--- src/rtl/sbase_step_exec.sv ---
// Sequencer step executor: step0 loads A, step1 loads B, step2 runs an 8-cycle shift-add A*B, step3 accumulates P.
// Latency: steps 0/1/3 complete next cycle, step 2 completes 9 cycles after accept; pulses while BUSY are dropped and set ERR.
module sbase_step_exec (
  input  logic        CLK,
  input  logic        R,
  input  logic        STATE0,
  input  logic        STATE1,
  input  logic        STATE2,
  input  logic        STATE3,
  input  logic        POUT_ONE0,
  input  logic        POUT_ONE1,
  input  logic        POUT_ONE2,
  input  logic        POUT_ONE3,
  input  logic [7:0]  DIN,
  input  logic        ACC_CLR,
  output logic        STEP_DONE,
  output logic        BUSY,
  output logic [19:0] DOUT,
  output logic        DOUT_VLD,
  output logic        ERR
);

  typedef enum logic [1:0] {
    IDLE = 2'd0,
    MUL  = 2'd1,
    DONE = 2'd2
  } state_t;

  state_t      state_q, state_d;
  logic [3:0]  pulse, step_sel;
  logic        pulse_any, pulse_one, pulse_match, accept;
  logic        go0, go1, go2, go3;
  logic        last_iter;
  logic        busy_d, done_d, vld_d, err_d;
  logic [7:0]  a_q, b_q, mplier_q;
  logic [15:0] p_q, mcand_q, prod_q, prod_step;
  logic [2:0]  cnt_q;
  logic [19:0] acc_q;

  assign pulse    = {POUT_ONE3, POUT_ONE2, POUT_ONE1, POUT_ONE0};
  assign step_sel = {STATE3, STATE2, STATE1, STATE0};

  // Accept only a single pulse that agrees with the sequencer state and arrives while idle.
  assign pulse_any   = |pulse;
  assign pulse_one   = pulse_any && ((pulse & (pulse - 4'd1)) == 4'd0);
  assign pulse_match = (pulse & step_sel) == pulse;
  assign accept      = pulse_one && pulse_match && !BUSY;

  assign go0 = accept && pulse[0];
  assign go1 = accept && pulse[1];
  assign go2 = accept && pulse[2];
  assign go3 = accept && pulse[3];

  assign last_iter = (state_q == MUL) && (cnt_q == 3'd7);
  assign prod_step = prod_q + (mplier_q[0] ? mcand_q : 16'd0);
  assign DOUT      = acc_q;

  always_ff @(posedge CLK) begin
    if (!R) begin
      state_q <= IDLE;
    end else begin
      state_q <= state_d;
    end
  end

  always_comb begin
    state_d = state_q;
    case (state_q)
      IDLE:    if (go2) state_d = MUL;
      MUL:     if (cnt_q == 3'd7) state_d = DONE;
      DONE:    state_d = go2 ? MUL : IDLE;
      default: state_d = IDLE;
    endcase
  end

  always_comb begin
    busy_d = (state_d == MUL);
    done_d = go0 || go1 || go3 || last_iter;
    vld_d  = go3;
    err_d  = ERR || (pulse_any && !accept);
  end

  always_ff @(posedge CLK) begin
    if (!R) begin
      BUSY      <= 1'b0;
      STEP_DONE <= 1'b0;
      DOUT_VLD  <= 1'b0;
      ERR       <= 1'b0;
    end else begin
      BUSY      <= busy_d;
      STEP_DONE <= done_d;
      DOUT_VLD  <= vld_d;
      ERR       <= err_d;
    end
  end

  always_ff @(posedge CLK) begin
    if (!R) begin
      a_q      <= 8'd0;
      b_q      <= 8'd0;
      p_q      <= 16'd0;
      acc_q    <= 20'd0;
      mcand_q  <= 16'd0;
      mplier_q <= 8'd0;
      prod_q   <= 16'd0;
      cnt_q    <= 3'd0;
    end else begin
      if (go0) a_q <= DIN;
      if (go1) b_q <= DIN;

      // P keeps its previous value until the final partial product is folded in.
      if (go2) begin
        mcand_q  <= {8'd0, a_q};
        mplier_q <= b_q;
        prod_q   <= 16'd0;
        cnt_q    <= 3'd0;
      end else if (state_q == MUL) begin
        prod_q   <= prod_step;
        mcand_q  <= mcand_q << 1;
        mplier_q <= mplier_q >> 1;
        cnt_q    <= cnt_q + 3'd1;
        if (cnt_q == 3'd7) p_q <= prod_step;
      end

      if (go3) begin
        acc_q <= (ACC_CLR ? 20'd0 : acc_q) + {4'd0, p_q};
      end else if (ACC_CLR) begin
        acc_q <= 20'd0;
      end
    end
  end

endmodule

--- config.mk ---
export PLATFORM = sky130hd
export DESIGN_NAME = sbase_step_exec
export DESIGN_NICKNAME = d
export VERILOG_FILES = /design/src/rtl/sbase_step_exec.sv
export SDC_FILE = /design/constraint.sdc
export NUM_CORES = 1
export LEC_CHECK = 0
export ABC_AREA = 1
export BUFFER_PORTS_ARGS = -buffer_cell sky130_fd_sc_hd__buf_2
export CORE_UTILIZATION = 35
export CTS_BUF_LIST = sky130_fd_sc_hd__clkbuf_8
export CTS_CLUSTER_SIZE = 10
export DETAILED_ROUTE_END_ITERATION = 6
export GPL_TIMING_DRIVEN = 0
export MAX_ROUTING_LAYER = met4
export SYNTH_ARGS = -nofsm -noshare
export SYNTH_HDL_FRONTEND = slang
export SYNTH_SLANG_ARGS = --single-unit
export TNS_END_PERCENT = 30
--- constraint.sdc ---
create_clock -name CLK -period 3.6 [get_ports CLK]
set_input_delay 0.36 -clock CLK [delete_from_list [all_inputs] [get_ports CLK]]
set_output_delay 0.36 -clock CLK [all_outputs]
set_load 0.01 [all_outputs]
==> results.md <==
* Std cell rows at 47
* Worst Path Max Fanout at 10
* Dpl ws at between 0.6 and 0.7 ns
* Top FF cell, synth: dfxtp_1
* Initial antenna violation count at 0
* Final period util at between 80% and 90%
* Tot GR Track Use at approximately a fifth
* Final-stage net count at 1066
* Worst path arrival time at 3.23 ns
* Lkg Pwr at 3.52 nW
* Via density at 4.74
* H-tree Lvls at 3
* Hold buffers post-CTS at 0
* Clock Tree Buf Depth at 2
* Worst r2r dst: prod_q[14]
* Mean Syn Cell Area at 6.35 um2
* Setup ws final at 0.677 ns
* Post-synth ARST share at 0%
* Actual slew at the worst max-slew pin at 0.701 ns
* Register area share after synthesis at 33.2%
* Run status: completed
* IO Pins at 43
* Crit path capture type: flip-flop
* Worst stage delay on the critical path at 0.43 ns
* DIE HEIGHT at 134 um
* Fin. Hold Viols at 0
* Setup_tns at 0 ns
* Layout Skew at 0.0120 ns
* Met3 wire length at 531 um
* Area leader, netlist: dfxtp_1
* First DRT Iteration DRCs at 236
* First-pass DRT Iterations at 6
* Core area at 16800 um2
* Post_cts resized at 0
* CTS tree: built
* TritonCTS sink count at 101
* Final design utilization at 40.3%
* Most frequent cells after synthesis: nand2_1, inv_1, nand3_1
* Inserted Clock Buffers at 9
* Dpl hpwl at 12.5 mm
* Largest net degree at the start of global routing at 20
* ANT cells at 0
* Vias in the first global route at 5473
* Clock Tree Root: clkbuf_8
* Hold endpoint: b_q[6]
* Residual DRC count at 0
* Power per standard cell area at 308 nW/um2
* Port Buf Inserts at between 40 and 50
* WL/cell at 13.0 um
* Most frequent cell after synthesis: nand2_1
* Crit path cell chain: clkbuf_1 > clkbuf_1 > nand2_1 > inv_1 > ha_1 > inv_1 > fa_1 > inv_1 > nand3_1 > nand2_1 > nand2_1 > nand2_1 > nand2_1 > nand2_1 > nand2_1 > nand2_1 > nand2_1 > nand2_1 > inv_1
* Post-synth EDFFs at 0
* Clock transition at path regs at between 0.1 and 0.15 ns
* Die X at between 100 and 150 um
* Reg2reg start: mplier_q[0]
* Slew headroom at 53.3%
* CP most frequent cell: nand2_1
* RSZ-0062 raised after global routing: false
* Critical path class: flip-flop to flip-flop
* GP Congestion at between 0.8 and 0.9
* Area Overhead vs Synth at 11.1%
* Antenna-violating nets left at 0
* Crit path buf inv count at 6
* Library cells used by synthesis at 31
* Slew Limit Fails at 0
* Worst Reg-to-Reg Cells at 19
* Min-delay src: DIN[6]
* Largest cells by area after synthesis: dfxtp_1, nand2_1, nand3_1
* Top Metal Used: met4
* First-pass GRT wire length at 26.7 mm
* Delay-heaviest family, CP: simple AND/OR/NAND/NOR gates
* Post-Route M1 WL at 7.80 mm
* Synth Warn # at 0
* Worst R2R Setup Slack at 0.68 ns
* Die area at about 18000 um2
* Critical Path Source Type: flip-flop
* Max rail drop VDD at 0.000258 V
* Hold/Removal Path Class: input pin to flip-flop
* Vias at 5866
* WP data required at 3.90 ns
* Worst hold slack at 0.231 ns
* Syn nets at 1014
* Min-Delay Path Depth at 3
* Synth top area share at 33.2%
* Shortest period the worst path allows at 2.92 ns
* Share of cells above drive strength 1 at between 8 and 9%
* Synth Register Bits at slightly above 100
* Initial Util at a little over a third
* Post-synthesis cell count at between 900 and 1k
* Max Clock Freq at 0.342 GHz
* Crit-path slowest cell: clkbuf_1
* Max-cap violations at 0
* Placed Instances at about 1.2k
* Clk_lat worst skew at just under 0.4 ns
* Setup Buffers After CTS at 0
* Gr ovfl total at 0
* Final setup viols at 0
* Final non-filler cell total at between 1k and 1.5k
* Synthesized cell area at 6100 um2
* Routed WL at approximately 16 mm
* Met2 WL at 7.42 mm
-- tightest hold or removal path: cells and delay by family --
family / cells / cell delay (ns)
buf+inv: 1 / 0.10
simple gates: 1 / 0.07
compound gates: 1 / 0.06
-- routing by layer --
layer | up-vias | GRT usage (%)
met3 | 19 | 3.10
li1 | 3126 | -
met4 | 0 | 6.69
met2 | 101 | 31.9
met5 | - | -
met1 | 2620 | 23.9
-- sequential cells by signal (all words and copies together) (netlist names) --
| name | cells |
|---|---|
| BUSY | 1 |
| DOUT | 20 |
| DOUT_VLD | 1 |
| ERR | 1 |
| STEP_DONE | 1 |
| a_q | 8 |
| b_q | 8 |
| cnt_q | 3 |
| mcand_q | 16 |
| mplier_q | 8 |
| p_q | 16 |
| prod_q | 16 |
| state_q | 2 |
-- cells in the final DEF (no fill, tap or decap) --
cell type	netlist	final
ha_1	33	33
dfxtp_1	101	101
buf_4	6	6
buf_2	5	46
or2_2	2	2
a21oi_2	1	1
buf_6	6	6
clkbuf_1	15	15
and2_0	1	1
inv_2	5	5
o21ai_0	32	32
nand3_1	104	104
xnor2_1	11	11
clkinv_4	0	2
nor2_2	1	1
clkinv_1	1	1
inv_1	131	131
clkbuf_8	0	9
nand3_4	1	1
nand2_1	284	284
clkinv_8	0	1
nor3_1	8	8
xor2_1	7	7
o21bai_1	2	2
nand3b_1	2	2
clkbuf_2	1	1
fa_1	2	2
inv_8	0	2
a21oi_1	83	83
clkinvlp_4	0	2
nand2_2	3	3
and2_1	4	4
nor2_1	103	103
buf_1	1	1
nor2_4	2	2
nand4_1	2	2
-- worst max path at each step --
stage / endpoint / cells after the start / from / slack (ns)
final: prod_q[14] / 19 / mplier_q[0] / 0.68
after global routing: prod_q[14] / 19 / mplier_q[0] / 0.31
after CTS: prod_q[14] / 19 / mplier_q[0] / 0.63
after detailed placement: prod_q[14] / 19 / mplier_q[0] / 0.64
after global placement: prod_q[14] / 19 / mplier_q[0] / 0.63
after floorplan: prod_q[14] / 19 / mplier_q[0] / 1.26
-- power by group --
group,switching (mW),internal [mW],leakage [nW]
sequential,0.0119,1.14,0.816
clock,0.455,0.269,0.0922
combinational,0.145,0.0680,2.61
-- metrics by stage --
| stage | power (mW) | cell area [um2] |
|---|---|---|
| global placement | 1.39 | 6580 |
| finish | 2.09 | 6770 |
| detailed placement | 1.39 | 6580 |
| global route | 2.18 | 6770 |
| floorplan | 1.32 | 6100 |
| CTS | 2.12 | 6770 |
-- layout make-up --
cell class / count / area (um2)
clock inverter: 7 / 71.3
sequential: 101 / 2020
tap: 220 / 275
clock buffer: 9 / 124
multi-input combinational: 688 / 3360
inverter: 137 / 514
fill: 1888 / 10000
buffer: 34 / 203
timing repair buffer: 41 / 205
-- cells by family (layout without fill, tap and decap cells) --
kind of cell / Yosys count / after routing / synth area share, %
compound gates: 118 / 118 / 9.83
xor+xnor: 18 / 18 / 2.59
fa+ha+maj: 35 / 35 / 7.43
buf+inv: 171 / 228 / 11.8
flops: 101 / 101 / 33.2
simple gates: 517 / 517 / 35.2
(Power assumes the default switching activity.)
